--- config.mk ---
export PLATFORM = sky130hd
export DESIGN_NAME = mem_initiator
export DESIGN_NICKNAME = d
export VERILOG_FILES = /design/src/rtl/mem_pkg.sv /design/src/rtl/mem_initiator.sv
export SDC_FILE = /design/constraint.sdc
export NUM_CORES = 1
export LEC_CHECK = 0
export ABC_AREA = 1
export CORE_ASPECT_RATIO = 1.25
export CORE_MARGIN = 2
export CORE_UTILIZATION = 53
export CTS_BUF_LIST = sky130_fd_sc_hd__clkbuf_4 sky130_fd_sc_hd__clkbuf_8 sky130_fd_sc_hd__clkbuf_16
export CTS_CLUSTER_SIZE = 16
export DETAILED_ROUTE_END_ITERATION = 12
export GPL_TIMING_DRIVEN = 0
export PLACE_DENSITY = 0.89
export SYNTH_ARGS = -nofsm -noshare
export SYNTH_HDL_FRONTEND = slang
export SYNTH_SLANG_ARGS = --single-unit
--- constraint.sdc ---
create_clock -name clock -period 4 [get_ports clock]
set_clock_uncertainty 0.05 [all_clocks]
set_input_delay 0.8 -clock clock [delete_from_list [all_inputs] [get_ports clock]]
set_output_delay 0.8 -clock clock [all_outputs]
set_load 0.01 [all_outputs]
--- src/rtl/mem_pkg.sv ---
// Shared definitions for the unified-memory initiator.
//   ADDR_W / DATA_W : memory address and word widths (256 x 16-bit memory)
//   OP_*            : request opcode encodings on reqOp
//   state_e         : initiator FSM states
package mem_pkg;

  localparam int unsigned ADDR_W = 8;
  localparam int unsigned DATA_W = 16;

  localparam logic [1:0] OP_READ  = 2'b00;
  localparam logic [1:0] OP_WRITE = 2'b01;
  localparam logic [1:0] OP_FILL  = 2'b10;
  localparam logic [1:0] OP_COPY  = 2'b11;

  typedef enum logic [2:0] {
    StIdle,
    StRd,
    StWr,
    StCpRd,
    StCpWr,
    StResp
  } state_e;

endpackage

--- src/rtl/mem_initiator.sv ---
// Bus-master front end for the unified memory. Accepts READ / WRITE / FILL / COPY commands over
// a valid/ready handshake and sequences the memory port, one word access per cycle.
//   clock, reset          : clock, asynchronous active-high reset
//   reqValid/reqReady     : command handshake (reqReady high only in idle)
//   reqOp/reqAddr/reqDstAddr/reqLen/reqData : command fields, latched on accept
//   rspValid/rspData      : one-cycle completion pulse; rspData holds the last READ result
//   busy                  : command in progress
//   memEnable/memWriteEnable/memAddress/memWriteData : registered memory drive
//   memReadData           : combinational read data from memory
module mem_initiator #(
  parameter int unsigned ADDR_W = mem_pkg::ADDR_W,
  parameter int unsigned DATA_W = mem_pkg::DATA_W
) (
  input  logic              clock,
  input  logic              reset,
  input  logic              reqValid,
  output logic              reqReady,
  input  logic [1:0]        reqOp,
  input  logic [ADDR_W-1:0] reqAddr,
  input  logic [ADDR_W-1:0] reqDstAddr,
  input  logic [ADDR_W-1:0] reqLen,
  input  logic [DATA_W-1:0] reqData,
  output logic              rspValid,
  output logic [DATA_W-1:0] rspData,
  output logic              busy,
  output logic              memEnable,
  output logic              memWriteEnable,
  output logic [ADDR_W-1:0] memAddress,
  output logic [DATA_W-1:0] memWriteData,
  input  logic [DATA_W-1:0] memReadData
);

  import mem_pkg::*;

  state_e            state_q, state_d;
  logic [ADDR_W-1:0] src_q, src_d;
  logic [ADDR_W-1:0] dst_q, dst_d;
  logic [ADDR_W-1:0] len_q, len_d;
  logic [DATA_W-1:0] rsp_data_q, rsp_data_d;
  logic              mem_en_q, mem_en_d;
  logic              mem_we_q, mem_we_d;
  logic [ADDR_W-1:0] mem_addr_q, mem_addr_d;
  // Also serves as the COPY hold register: the word read in CpRd is written from here in CpWr.
  logic [DATA_W-1:0] mem_wdata_q, mem_wdata_d;

  // Memory-side signals are computed for the state being entered and registered, so the
  // memory port never sees a combinational path from the request inputs.
  always_comb begin
    state_d     = state_q;
    src_d       = src_q;
    dst_d       = dst_q;
    len_d       = len_q;
    rsp_data_d  = rsp_data_q;
    mem_en_d    = 1'b0;
    mem_we_d    = 1'b0;
    mem_addr_d  = mem_addr_q;
    mem_wdata_d = mem_wdata_q;

    unique case (state_q)
      StIdle: begin
        if (reqValid) begin
          src_d       = reqAddr;
          dst_d       = reqDstAddr;
          len_d       = reqLen;
          mem_addr_d  = reqAddr;
          mem_wdata_d = reqData;
          unique case (reqOp)
            OP_READ: begin
              state_d  = StRd;
              mem_en_d = 1'b1;
            end
            OP_WRITE: begin
              // A single write is a one-word fill.
              len_d    = ADDR_W'(1);
              state_d  = StWr;
              mem_en_d = 1'b1;
              mem_we_d = 1'b1;
            end
            OP_FILL: begin
              if (reqLen == '0) begin
                state_d = StResp;
              end else begin
                state_d  = StWr;
                mem_en_d = 1'b1;
                mem_we_d = 1'b1;
              end
            end
            OP_COPY: begin
              if (reqLen == '0) begin
                state_d = StResp;
              end else begin
                state_d  = StCpRd;
                mem_en_d = 1'b1;
              end
            end
            default: state_d = StIdle;
          endcase
        end
      end

      StRd: begin
        rsp_data_d = memReadData;
        state_d    = StResp;
      end

      StWr: begin
        if (len_q == ADDR_W'(1)) begin
          state_d = StResp;
        end else begin
          len_d      = len_q - ADDR_W'(1);
          mem_addr_d = mem_addr_q + ADDR_W'(1);
          mem_en_d   = 1'b1;
          mem_we_d   = 1'b1;
        end
      end

      StCpRd: begin
        mem_wdata_d = memReadData;
        mem_addr_d  = dst_q;
        mem_en_d    = 1'b1;
        mem_we_d    = 1'b1;
        state_d     = StCpWr;
      end

      StCpWr: begin
        src_d = src_q + ADDR_W'(1);
        dst_d = dst_q + ADDR_W'(1);
        if (len_q == ADDR_W'(1)) begin
          state_d = StResp;
        end else begin
          len_d      = len_q - ADDR_W'(1);
          mem_addr_d = src_q + ADDR_W'(1);
          mem_en_d   = 1'b1;
          state_d    = StCpRd;
        end
      end

      StResp:  state_d = StIdle;
      default: state_d = StIdle;
    endcase
  end

  always_ff @(posedge clock or posedge reset) begin
    if (reset) begin
      state_q     <= StIdle;
      src_q       <= '0;
      dst_q       <= '0;
      len_q       <= '0;
      rsp_data_q  <= '0;
      mem_en_q    <= 1'b0;
      mem_we_q    <= 1'b0;
      mem_addr_q  <= '0;
      mem_wdata_q <= '0;
    end else begin
      state_q     <= state_d;
      src_q       <= src_d;
      dst_q       <= dst_d;
      len_q       <= len_d;
      rsp_data_q  <= rsp_data_d;
      mem_en_q    <= mem_en_d;
      mem_we_q    <= mem_we_d;
      mem_addr_q  <= mem_addr_d;
      mem_wdata_q <= mem_wdata_d;
    end
  end

  assign reqReady       = (state_q == StIdle);
  assign busy           = ~reqReady;
  assign rspValid       = (state_q == StResp);
  assign rspData        = rsp_data_q;
  assign memEnable      = mem_en_q;
  assign memWriteEnable = mem_we_q;
  assign memAddress     = mem_addr_q;
  assign memWriteData   = mem_wdata_q;

endmodule
==> key figures <==
Status
  • Status: complete, no violations

Finish
  • Syn-to-layout area delta: 34.73%
  • Commonest non-fill, non-tap cell in the layout: nand2_1
  • Multi-input gate area: 0.001959 sq mm
  • Seq. cell area: between 0.0015 and 0.002 sq mm
  • Nets@finish: 723
  • Util after Layout: approximately 73%
  • Fill count: ~560
  • Layout cell share with drive strength beyond 1: 10.64%
  • Most frequent cells in the layout: 161 x nand2_1, 105 x clkdlybuf4s50_1, 71 x nor2_1
  • ANT cells: 0

Logic synthesis
  • Net Count, Synth: approximately 610
  • Syn Area/Cell: around 7.4 sq um
  • Post-Synthesis Cells: 537
  • YS warnings: 0
  • Synth Register Bits: 69
  • Unique masters post-synth: 32
  • Seq/Total Area, Yosys: between 40% and 50%
  • Cell area after synthesis: 0.003970 sq mm

Critical path
  • CP max-delay cell: clkdlybuf4s50_1
  • Worst EP arrival: 1740 ps
  • CP cell instances: nor2_2 -> nand2_4 -> inv_2 -> clkdlybuf4s50_1
  • Worst Setup SP: state_q[0]
  • CP Data Required Time: around 3200 ps
  • CP Buf/Inv Count: 2
  • CP max stage delay: between 500 and 600 ps
  • Crit start category: register
  • Crit Path Class: register to output pin
  • Crit end category: output pin
  • Critical R2R Launch: len_q[1]
  • CP top delay family: buffers and inverters
  • Crit path max fanout: 6

STA
  • F_max: a little under 400 MHz
  • Endpoints failing setup: 0
  • Final hold viol count: 0
  • Slew margin rel.: 43.18%
  • Tcrit/Tclk final: between 60% and 70%
  • Slew of the pin with the lowest slew margin: roughly 850 ps
  • Max-slew violations: 0
  • RSZ-0062 raised after global routing: false
  • Min Tclk post-route: between 2000 and 3000 ps
  • Final TNS setup: 0 ps

Drt
  • Via density: approximately 5.5
  • Final WL: around 11000 um
  • WL per Instance: ~15 um
  • Max layer used: met4
  • Metal-1 WL: roughly 4500 um
  • Met2 WL post-DR: approximately 5600 um
  • Length of routed met3 wiring: between 700 and 800 um
  • Final ANT Viol Nets: 0
  • Routed vias: between 4k and 5k
  • DR DRC count: 0
  • TritonRoute pass-1 iters: 5
  • Initial DRC count: 236

Clocking
  • CTS tree: done
  • Hold_buf cts: 0
  • PostCTS Resize Cnt: 0
  • H-tree Lvls: 3
  • Clock latency at the later pin of the worst-skew pair: approximately 330 ps
  • Clock Pin Slew Worst Setup and Hold Paths: 80 ps
  • Clock sinks: 69
  • Post-CTS setup buffer count: 0
  • Root buffer cell: clkbuf_8
  • Clock Path Buffers: 2
  • TritonCTS Buffers: 9

Placed design
  • DP HPWL: approximately 8200 um
  • RePlAce Congestion: around 0.95
  • IO Port Bufs: 105

GRT
  • Vias in the first global route: about 4.0k
  • Grt total ovfl: 0
  • Pin count of the biggest net entering global routing: 70
  • Initial antenna violation count: 0
  • Gr usage total: about 28%
  • First-pass GRT wire length: around 18000 um

Floorplanning
  • I/O Pins: approximately 110
  • Die ar.: about 0.008 sq mm
  • Num rows: 35
  • Core area: roughly 0.0073 sq mm
  • Die Y: between 100 and 150 um
  • Initial Util: 54.29%
  • Die W: 81.41 um

Min path
  • Hold Path Origin: rspData[3]
  • Hold Crit Class: register to register

Pwr
  • Worst vdd ir: roughly 0.16 mV
  • Pwr dens: between 200 and 300 mW/mm^2
  • P_leak: 2.476 nW

Run
  • # Max-Cap Violations: 0
## per-stage QoR
step	hold slack (ps)	worst slack [ps]	instances	total power [mW]	instance area, sq um
after floorplan	391.9	1410	537	0.7653	3970
after global placement	402.3	253.7	734	0.8513	5136
after detailed placement	408.5	1699	734	0.8545	5139
after CTS	426.0	1426	750	1.437	5349
after global routing	456.2	1357	750	1.480	5349
final	419.9	1410	750	1.434	5349
## Yosys cell counts
cell type / number / area, sq um
dfrtp_1: 69 / 1727
nand2_1: 161 / 604.3
nand4_1: 5 / 31.28
inv_1: 38 / 142.6
a21oi_1: 12 / 60.06
clkbuf_1: 1 / 3.750
inv_2: 7 / 26.28
or2_2: 1 / 6.260
o311ai_0: 1 / 8.760
a22oi_1: 5 / 37.54
o211ai_1: 4 / 30.03
nand2_2: 8 / 50.05
o22ai_1: 3 / 18.77
nor3_1: 20 / 100.1
o21ai_0: 29 / 145.1
a211oi_1: 1 / 7.510
o2111ai_1: 1 / 8.760
buf_4: 4 / 30.03
o21ai_2: 6 / 52.55
nand3_1: 39 / 195.2
nand2_4: 4 / 45.04
nor2_1: 71 / 266.5
inv_4: 2 / 12.51
o21bai_1: 1 / 7.510
ha_1: 9 / 112.6
o21ai_1: 5 / 25.02
nor2_4: 4 / 45.04
buf_6: 3 / 33.78
buf_2: 7 / 35.03
o31ai_1: 1 / 7.510
nor2_2: 7 / 43.79
a31oi_1: 8 / 50.05
## power breakdown
group | internal (mW) | total, mW | switching, mW
Clock | 0.322 | 0.593 | 0.271
Sequential | 0.706 | 0.713 | 0.00709
Combinational | 0.0741 | 0.128 | 0.0540
Total | 1.10 | 1.43 | 0.332
## state kept, by name, indices dropped and copies added (netlist names)
register and count:
memEnable 1, rspData 16, dst_q 8, memWriteEnable 1
src_q 8, memAddress 8, state_q 3, memWriteData 16
len_q 8
## worst register-to-register path, stage by stage, from the launching register on
cell,delay [ps]
dfrtp_1,360
inv_1,180
ha_1,190
nand2_1,60
nor2_1,330
nand2_4,150
nand2_2,140
inv_4,60
buf_6,150
nand2_1,80
nand2_1,60
## cells by family after synthesis
kind of cell,after synthesis,share of synthesized area (%)
AOI/OAI and AO/OA,77,11.57
adders and majority gates,9,2.836
buffers and inverters,62,7.154
DFF,69,43.49
and+or+nand+nor,320,34.95
## final timing paths
path | end | slack, ps | depth (start not counted)
worst max-delay path | reqReady | 1410 | 4
min in group asynchronous | memWriteData[11] | 950 | 2
worst min-delay path | rspData[3] | 420 | 2
max in group asynchronous | rspData[2] | 2400 | 2
worst max register to register | len_q[4] | 2080 | 10
worst min register to register | rspData[3] | 420 | 2
## final cells by class
| type | count | share of cell area [%] |
|---|---|---|
| repair buffers | 105 | 19.65 |
| flip-flops and latches | 69 | 32.28 |
| clock buffers | 11 | 2.830 |
| well taps | 92 | 2.152 |
| multi-input cells | 406 | 36.63 |
| plain buffers | 15 | 1.918 |
| clock inverters | 5 | 1.099 |
| inverters | 47 | 3.439 |
## per-layer routing
layer | vias to the layer above | track usage (%)
met5 | - | 0
met4 | 0 | 11.34
met3 | 24 | 3.674
met2 | 183 | 48.17
met1 | 1913 | 34.84
li1 | 1991 | -
(Power assumes the default switching activity.)
==> variant (config.mk and constraints unchanged) <==
The 6 states of `state_e` get a Gray code encoding in 3 bits.
--- a/src/rtl/mem_pkg.sv
+++ b/src/rtl/mem_pkg.sv
@@ -15,8 +15,8 @@
   typedef enum logic [2:0] {
-    StIdle,
-    StRd,
-    StWr,
-    StCpRd,
-    StCpWr,
-    StResp
+    StIdle = 3'b000,
+    StRd   = 3'b001,
+    StWr   = 3'b011,
+    StCpRd = 3'b010,
+    StCpWr = 3'b110,
+    StResp = 3'b111
   } state_e;
Formal check against the unedited RTL: same outputs for any inputs over 10 cycles, from zero or initial values and one cycle with reset high; not proved beyond that.
==> variant against the unedited design <==
Area after synthesis fell by 1.7%. Worst setup slack got worse by 0.026 ns. Final area fell by 1.4%. First-iteration DRC count rose by 11%. Routed wire length fell by 1.1%. Non-clock buffer count rose by 1. Cell count fell by 2.4%. Count of clock-buffer cells in the layout fell by 2. Register-to-register slack got worse by 0.02 ns. Sequential cell count did not move.
Power is left out: it rests on default switching activity, and per cell area and clock period it moved more than threefold.
==> variant: results (changes against the unedited design) <==
* Register area share after synthesis at 44.3% (+0.77 points)
* Signal inverters at 53 (+13%)
* Core ar. at 7270 sq um (-0.60%)
* GP Congestion at 0.891 (-6.5%)
* Non-Clock Buffer Area Fraction at 21.4% (-0.13 points)
* Post-DP HPWL at 8.11 mm (-0.93%)
* Iteration-0 DRC Markers at 263 (+11%)
* Most instantiated cells after synthesis: 131 x nand2_1, 79 x nor2_1, 69 x dfrtp_1
* Routed wl met2 at 5.65 mm (+0.50%)
* Clk_buf instances at 9 (-2)
* Fill count at 566 (+2.0%)
* R2r setup slk at 2.06 ns (-0.02 ns)
* Layout cell share with drive strength beyond 1 at 10.2% (-0.48 points)
* Worst-path maximum fanout at 5 (-1)
* Crit path arrival time at 1.77 ns (+0.03 ns)
* Layout area overhead at 35.2%
* Reg2Reg Capture Point: memWriteData[2]
* Distinct cells, synth at 31 (-3.1%)
* Total Routing Usage GR at 29.0% (+1.1 points)
* Clock-cell share at 3.91% (-0.017 points)
* Worst Hold Launch: len_q[1]
* NumNets Final at 705 (-2.5%)
* Worst rel slew slack at 42.2% (-0.98 points)
* Hold worst-path end: len_q[1]
* Area taken by multi-input logic gates at 1900 sq um (-3.3%)
* Status: finished, final reports clean
* Worst skew pair latency at 0.35 ns (+0.02 ns)
==> variant: cell types whose count changed after synthesis, moves of 6 or more <==
cell / change
o21ai_2: -6
buf_2: +6
nor3_1: +6
nor2_1: +8
nand2_1: -30
mux2_2: +16
inv_1: +10
==> variant: metrics by stage <==
| stage | worst slack, ns | hold slack, ns | cells |
|---|---|---|---|
| 6_report | 1.38 | 0.433 | 732 |
| 5_1_grt | 1.24 | 0.467 | 732 |
| 4_1_cts | 1.37 | 0.440 | 732 |
| 3_5_place_dp | 1.47 | 0.421 | 716 |
| 3_3_place_gp | 0.199 | 0.416 | 716 |
| 2_1_floorplan | 1.41 | 0.399 | 519 |
==> variant: kinds of logic (layout without fill, tap and decap cells) <==
kind of cell	after synthesis	count (layout)	share of synthesized area (%)
flip-flops	69	69	44.3
AND/OR/NAND/NOR	290	290	31.3
adder cells (fa/ha/maj)	9	9	2.89
AO/OA/AOI/OAI	66	66	9.75
multiplexers	16	16	4.62
buffers and inverters	69	190	7.15
